--- config.mk ---
export PLATFORM = sky130hd
export DESIGN_NAME = multiplier_datapath
export DESIGN_NICKNAME = d
export VERILOG_FILES = /design/src/rtl/mult_pkg.sv /design/src/rtl/multiplier_datapath_add_sub_9.sv /design/src/rtl/multiplier_datapath.sv
export SDC_FILE = /design/constraint.sdc
export NUM_CORES = 1
export LEC_CHECK = 0
export CAP_MARGIN = 25
export CORE_MARGIN = 5
export CORE_UTILIZATION = 48
export CTS_BUF_LIST = sky130_fd_sc_hd__clkbuf_8
export CTS_CLUSTER_DIAMETER = 60
export CTS_CLUSTER_SIZE = 8
export DETAILED_ROUTE_END_ITERATION = 10
export PLACE_DENSITY = 0.84
export SKIP_CTS_REPAIR_TIMING = 1
export SYNTH_ARGS = -nofsm -noshare
export SYNTH_HDL_FRONTEND = slang
export SYNTH_SLANG_ARGS = --single-unit
--- constraint.sdc ---
create_clock -name Clk -period 4.4 [get_ports Clk]
set_clock_uncertainty 0.15 [all_clocks]
set_input_delay 0.88 -clock Clk [delete_from_list [all_inputs] [get_ports Clk]]
set_output_delay 0.88 -clock Clk [all_outputs]
set_load 0.01 [all_outputs]
--- src/rtl/mult_pkg.sv ---
// mult_pkg: constants shared by the signed add-shift multiplier datapath.
//   DATA_W : operand width of A, B and the switch operand.
package mult_pkg;

   localparam int DATA_W = 8;

endpackage : mult_pkg

--- src/rtl/multiplier_datapath_add_sub_9.sv ---
// add_sub_9: combinational (W+1)-bit ripple adder/subtractor.
//   A       in  W    accumulator operand (sign-extended internally)
//   S       in  W    switch operand (sign-extended internally)
//   Sub_Add in  1    1 = A - S, 0 = A + S
//   Sum     out W+1  result modulo 2^(W+1); Sum[W] is the extended sign
import mult_pkg::*;

module add_sub_9 #(
   parameter int W = DATA_W
) (
   input  logic [W-1:0] A,
   input  logic [W-1:0] S,
   input  logic         Sub_Add,
   output logic [W:0]   Sum
);

   logic [W:0] a_ext_s;
   logic [W:0] s_inv_s;
   logic       carry_s;

   // Subtraction is A + ~S + 1: invert the extended operand and use Sub_Add as carry-in.
   assign a_ext_s = {A[W-1], A};
   assign s_inv_s = {S[W-1], S} ^ {(W+1){Sub_Add}};

   // Ripple-carry chain over the W+1 extended bits; the final carry-out is discarded.
   always_comb begin
      carry_s = Sub_Add;
      Sum     = {(W+1){1'b0}};
      for (int i = 0; i <= W; i++) begin
         Sum[i]  = a_ext_s[i] ^ s_inv_s[i] ^ carry_s;
         carry_s = (a_ext_s[i] & s_inv_s[i]) | (a_ext_s[i] & carry_s) | (s_inv_s[i] & carry_s);
      end
   end

endmodule : add_sub_9

--- src/rtl/multiplier_datapath.sv ---
// multiplier_datapath: register/arithmetic datapath of the 8-bit signed
// add-shift multiplier. Holds accumulator A, multiplier B and sign bit X.
//   Clk                      in   rising-edge clock
//   Reset                    in   asynchronous active-high reset
//   SW                       in   W   switch operand (B load source, adder operand S)
//   ClearA/LoadA/ShiftA      in   A strobes (priority clear > load > shift)
//   ClearB/LoadB/ShiftB      in   B strobes (priority clear > load > shift)
//   ClearX/LoadX/ShiftX      in   X strobes (priority clear > load > shift)
//   Sub_Add                  in   1 = A - SW, 0 = A + SW
//   Aval / Bval              out  W   current A / B
//   X                        out  current sign-extension bit
//   M                        out  B[0], returned to the control FSM
import mult_pkg::*;

module multiplier_datapath #(
   parameter int W = DATA_W
) (
   input  logic         Clk,
   input  logic         Reset,
   input  logic [W-1:0] SW,
   input  logic         ClearA,
   input  logic         LoadA,
   input  logic         ShiftA,
   input  logic         ClearB,
   input  logic         LoadB,
   input  logic         ShiftB,
   input  logic         ClearX,
   input  logic         LoadX,
   input  logic         ShiftX,
   input  logic         Sub_Add,
   output logic [W-1:0] Aval,
   output logic [W-1:0] Bval,
   output logic         X,
   output logic         M
);

   logic [W-1:0] a_r;
   logic [W-1:0] b_r;
   logic         x_r;
   logic [W:0]   sum_s;

   add_sub_9 #(.W(W)) u_add_sub (
      .A       (a_r),
      .S       (SW),
      .Sub_Add (Sub_Add),
      .Sum     (sum_s)
   );

   // Accumulator: shift fills from X so the partial product stays sign-correct.
   always_ff @(posedge Clk or posedge Reset) begin
      if (Reset) begin
         a_r <= {W{1'b0}};
      end else if (ClearA) begin
         a_r <= {W{1'b0}};
      end else if (LoadA) begin
         a_r <= sum_s[W-1:0];
      end else if (ShiftA) begin
         a_r <= {x_r, a_r[W-1:1]};
      end else begin
         a_r <= a_r;
      end
   end

   // Multiplier: shift takes the pre-edge A[0], never the new sum, even when LoadA fires too.
   always_ff @(posedge Clk or posedge Reset) begin
      if (Reset) begin
         b_r <= {W{1'b0}};
      end else if (ClearB) begin
         b_r <= {W{1'b0}};
      end else if (LoadB) begin
         b_r <= SW;
      end else if (ShiftB) begin
         b_r <= {a_r[0], b_r[W-1:1]};
      end else begin
         b_r <= b_r;
      end
   end

   // Sign bit: load captures the extended adder sign; shift keeps it so the sign is replicated.
   always_ff @(posedge Clk or posedge Reset) begin
      if (Reset) begin
         x_r <= 1'b0;
      end else if (ClearX) begin
         x_r <= 1'b0;
      end else if (LoadX) begin
         x_r <= sum_s[W];
      end else if (ShiftX) begin
         x_r <= x_r;
      end else begin
         x_r <= x_r;
      end
   end

   assign Aval = a_r;
   assign Bval = b_r;
   assign X    = x_r;
   assign M    = b_r[0];

endmodule : multiplier_datapath

==> flow_summary.ini, run 1 <==
[run_status]
status = complete, no violations

[clocking]
insertion_delay_ns = 0.25
htree_levels = 1
cts_buffers = 3
clk_pin_slew_worst_paths_ns = 0.07
cts_root_buf = clkbuf_8
clkSinkCount = 17
cts_buffer_depth = 2
cts_tree = done

[logic_synthesis]
synthCells = 101
ys_warn_count = 0
synthTopCellsByArea = dfrtp_1 (35%), mux2_4 (15%), fa_1 (13%)
ys_ff_latch = 17
netlist_area_mm2 = 0.00120
synth.largest_area_cell = dfrtp_1
syn_nets = 129
syn_avg_cell_area_um2 = 11.9
seq_area_frac_synth = 0.353
synth.distinct_cells = 21
synth_top_area_frac = 0.353

[worst_setup_path]
cp_cell_sequence = dlymetal6s2s_1 > mux2i_2 > fa_2 > inv_1 > fa_1 > fa_2 > fa_2 > fa_2 > fa_1 > inv_2 > fa_1 > a211oi_2
critPathSlowestCell = fa_1
cp_top_family = adder cells
reg2reg_depth = 11
crit_type = in -> reg
start_kind = input pin
crit_buf_inv = 3
rr_startpoint = Aval[0]
endpoint_kind = flop
worstReg2RegEnd = Aval[7]
critical_path.max_fanout = 2
slowest_delay_ns = 0.43
crit_top_cell = fa_2
timing.reg2reg.setup_slack_ns = 0.69
cp.required_ns = 4.42
crit_arrival_ns = 4.12

[die]
ios = 38
die-height_um = 60.1
dieArea_mm2 = 0.00361
core_mm2 = 0.00243
initial_core_util = 0.495
rows = 18
die_w_um = 60.1

[placed_design]
preCtsSetupSlack_ns = -0.402
place.gp.congestion = 0.777
numPortBuffers = 36
placedCellCount = 164
hpwl_um = 2070
post_dp_cell_area_mm2 = 0.00158

[layout]
multi_input_area_um2 = 723
drive_above_1_share = 0.217
layout_commonest_cell = clkdlybuf4s50_1
final_area_mm2 = 0.00166
ff_latch_area_um2 = 425
final_cell_mix = clkdlybuf4s50_1 (33), dfrtp_1 (17), mux2i_1 (14)
final-instance-count-excl-fill = 168
fin_nets = 167
diodes = 0
areaGrowthSynthToFinish_pct = 37.8
fillers = 186

[detailed_routing]
viasPerCell = 5.26
drt_pass1_iterations = 4
drt-total-wl_um = 2720
vias = 883
ant_nets = 0
routedWlPerCell_um = 16.2
drc_errors = 0
first_iter_violations = 8

[global_routing]
grtUsageMet1 = 0.203
grt.total_usage = 0.169
grt.busiest_layer = met2
grt_pass1_vias = 906
grtUsageMet3 = 0.0238
grt_pass1_wl_um = 4400
grt-ovfl-total = 0
grt.met2_usage = 0.279
antenna_found_initial = 0
grt_start_max_net_pins = 18

[worst_hold_path]
worstHoldStart = X
hp-class = reg -> reg
min_to = X
whs_path_depth = 2

[job]
cap_violations = 0

[timing]
relSlewSlack = 0.567
hold_viol_final = 0
fin_ws_ns = 0.306
worst_pin_slew_ns = 0.649
rsz0062_at_grt = no
slew_violations = 0
finalCritPeriodShare = 0.930
fin_crit_ns = 4.09
max_freq_mhz = 244
setup_viol = 0

[power_and_ir_drop]
power_uw = 525
power_leakage_nw = 0.788
power-per-cell-area_mw_per_mm2 = 316
ir_drop_mv = 0.237
[flip-flops by register name, indices dropped and copies added, names as in the netlist]
name and count:
Bval 8, Aval 8, X 1
[logic make-up (layout without fill, tap and decap cells)]
group,after synthesis,in the layout,share of synthesized area
buffers and inverters,14,51,0.0676
multiplexers,27,27,0.274
adder cells (fa/ha/maj),8,8,0.133
AO/OA/AOI/OAI,6,6,0.0343
flip-flops,17,17,0.353
XOR/XNOR,7,7,0.0509
AND/OR/NAND/NOR,22,22,0.0863
[stage by stage]
| step | utilization | hold WS [ns] | TNS [ns] |
|---|---|---|---|
| floorplan | - | 0.424 | 0 |
| CTS | 0.668 | 0.433 | -0.142 |
| detailed placement | 0.650 | 0.417 | -0.512 |
| global route | 0.682 | 0.493 | 0 |
| global placement | 0.650 | 0.403 | -0.389 |
| finish | 0.682 | 0.423 | 0 |
[synth_stat cells]
master and instances:
buf_4 1, mux2_4 12, o21ai_1 1, buf_2 2, nand2_2 1, xnor2_1 1, mux2i_1 15, dfrtp_1 17
nor2_1 13, nand2b_2 1, buf_6 3, nand3_1 1, nand2_1 1, inv_1 6, a31oi_1 1, nor2b_1 3
xor2_1 6, fa_1 8, or2_0 2, buf_1 2, a211oi_1 4
[how the worst max path moves through the flow]
stage | start | end | slack, ns | cells past startpoint
floorplan | Sub_Add | Aval[7] | 0.1 | 12
global placement | Sub_Add | Aval[7] | -0.32 | 12
detailed placement | SW[0] | Aval[7] | -0.40 | 12
CTS | SW[0] | Aval[7] | -0.14 | 12
global route | Sub_Add | Aval[7] | 0.22 | 12
finish | SW[0] | Aval[7] | 0.31 | 12
[layout make-up]
type | instances | area share
tap | 30 | 0.0226
clock buffer | 3 | 0.0249
multi-input combinational | 70 | 0.436
sequential | 17 | 0.256
inverter | 6 | 0.0136
timing repair buffer | 41 | 0.244
clock inverter | 1 | 0.00226
[per-layer routing]
layer,up-vias,part of all wire,wire [µm]
met1,441,0.41,1120
met2,29,0.51,1400
li1,404,-,-
met5,-,0,0
met4,0,0.034,92
met3,9,0.042,113
[power breakdown]
| part | total [mW] | switching, mW | leakage, nW | internal, mW |
|---|---|---|---|---|
| clock network | 0.118 | 0.0555 | 0.0269 | 0.0620 |
| logic | 0.207 | 0.0858 | 0.536 | 0.121 |
| registers | 0.201 | 0.0250 | 0.225 | 0.176 |
[tightest hold or removal path, cell delays in order, from the launching register on]
cell and delay, ns:
dfrtp_1 0.37, mux2i_1 0.08, nor2_1 0.08
Note: power is estimated with default switching activity, not from simulation.
==> inputs of run 2 (changes only) <==
--- a/config.mk
+++ b/config.mk
@@ -14,6 +14,7 @@
 export DETAILED_ROUTE_END_ITERATION = 10
 export PLACE_DENSITY = 0.84
 export SKIP_CTS_REPAIR_TIMING = 1
+export SKIP_LAST_GASP = 1
 export SYNTH_ARGS = -nofsm -noshare
 export SYNTH_HDL_FRONTEND = slang
 export SYNTH_SLANG_ARGS = --single-unit
==> results of run 2 <==
Final layout, timing and power as in run 1 (identical DEF).
==> inputs of run 3 (changes only) <==
--- a/config.mk
+++ b/config.mk
@@ -12,9 +12,11 @@
 export CTS_CLUSTER_DIAMETER = 60
 export CTS_CLUSTER_SIZE = 8
 export DETAILED_ROUTE_END_ITERATION = 10
+export MAX_ROUTING_LAYER = met4
 export PLACE_DENSITY = 0.84
 export SKIP_CTS_REPAIR_TIMING = 1
 export SKIP_LAST_GASP = 1
 export SYNTH_ARGS = -nofsm -noshare
 export SYNTH_HDL_FRONTEND = slang
 export SYNTH_SLANG_ARGS = --single-unit
+export TNS_END_PERCENT = 10
==> flow_summary.ini, run 3 (same netlist as run 1, synthesis figures left out) <==
[clocking]
cts_root_buf = clkbuf_8
cts_buffers = 3
insertion_delay_ns = 0.25
htree_levels = 1
clk_pin_slew_worst_paths_ns = 0.07
cts_tree = done
clkSinkCount = 17
cts_buffer_depth = 2

[power_and_ir_drop]
ir_drop_mv = 0.237
power_uw = 525
power-per-cell-area_mw_per_mm2 = 316
power_leakage_nw = 0.788

[placed_design]
numPortBuffers = 36
post_dp_cell_area_mm2 = 0.00158
place.gp.congestion = 0.787
preCtsSetupSlack_ns = -0.402
hpwl_um = 2070

[die]
ios = 38
initial_core_util = 0.495
die_w_um = 60.1
rows = 18
die-height_um = 60.1
core_mm2 = 0.00243
dieArea_mm2 = 0.00361

[timing]
fin_ws_ns = 0.306
tns_ns = 0
hold_viol_final = 0
setup_viol = 0
fin_crit_ns = 4.09
finalCritPeriodShare = 0.930
rsz0062_at_grt = no
max_freq_mhz = 244
slew_violations = 0
worst_pin_slew_ns = 0.649
relSlewSlack = 0.567

[worst_setup_path]
cp.required_ns = 4.42
crit_type = in -> reg
start_kind = input pin
endpoint_kind = flop
worstReg2RegEnd = Aval[7]
crit_arrival_ns = 4.12
startpoint = SW[0]
timing.reg2reg.setup_slack_ns = 0.69
rr_startpoint = Aval[0]
cp_cell_sequence = dlymetal6s2s_1 > mux2i_2 > fa_2 > inv_1 > fa_1 > fa_2 > fa_2 > fa_2 > fa_1 > inv_2 > fa_1 > a211oi_2
slowest_delay_ns = 0.43
crit_top_cell = fa_2
crit_buf_inv = 3
critPathSlowestCell = fa_1
cp_top_family = adder cells
critical_path.max_fanout = 2
reg2reg_depth = 11

[detailed_routing]
ant_nets = 0
viasPerCell = 5.26
routedWlPerCell_um = 16.2
vias = 883
drt-total-wl_um = 2720
drt_pass1_iterations = 4
drc_errors = 0
first_iter_violations = 8

[run_status]
status = complete, no violations

[worst_hold_path]
worstHoldStart = X
whs_path_depth = 2
min_to = X
hp-class = reg -> reg

[layout]
fin_nets = 167
final_area_mm2 = 0.00166
layout_commonest_cell = clkdlybuf4s50_1
areaGrowthSynthToFinish_pct = 37.8
final_cell_mix = clkdlybuf4s50_1 (33), dfrtp_1 (17), mux2i_1 (14)
drive_above_1_share = 0.217
diodes = 0
fin_util = 0.682

[global_routing]
grt_pass1_wl_um = 4400
grt-ovfl-total = 0
grt.total_usage = 0.174
grt_pass1_vias = 907
grt_start_max_net_pins = 18
antenna_found_initial = 0

[job]
cap_violations = 0
run 3: cell counts in the layout (fill, tap and decap cells not counted):
No cell type changed its count.
run 3: where the power goes:
group | internal, mW | switching, mW
clock network | 0.0620 | 0.0556
logic | 0.121 | 0.0858
registers | 0.176 | 0.0250
run 3: worst max path at each step:
| stage | to | depth (start not counted) | slack (ns) |
|---|---|---|---|
| global route | Aval[7] | 12 | 0.22 |
| global placement | Aval[7] | 12 | -0.32 |
| CTS | Aval[7] | 12 | -0.14 |
| finish | Aval[7] | 12 | 0.31 |
| floorplan | Aval[7] | 12 | 0.1 |
| detailed placement | Aval[7] | 12 | -0.40 |
run 3: cell type report:
type | count | area [µm²]
clock inverters | 1 | 3.75
well taps | 30 | 37.5
repair buffers | 41 | 405
inverters | 6 | 22.5
fillers | 186 | 773
clock buffers | 3 | 41.3
flip-flops and latches | 17 | 425
multi-input cells | 70 | 723
run 3: layer usage:
metal | vias to the layer above | part of all wire | track usage
li1 | 404 | - | -
met1 | 441 | 0.41 | 0.205
met2 | 29 | 0.51 | 0.279
met3 | 9 | 0.039 | 0.0216
met4 | 0 | 0.034 | 0.111
met5 | - | 0 | -
run 3: worst min-delay path, stage by stage, from the launching register on:
cell,delay (ns)
dfrtp_1,0.37
mux2i_1,0.08
nor2_1,0.08
run 3: per-stage QoR:
stage / cells / hold slack (ns)
2_1_floorplan: 101 / 0.424
3_3_place_gp: 164 / 0.403
3_5_place_dp: 164 / 0.417
4_1_cts: 168 / 0.433
5_1_grt: 168 / 0.493
6_report: 168 / 0.423
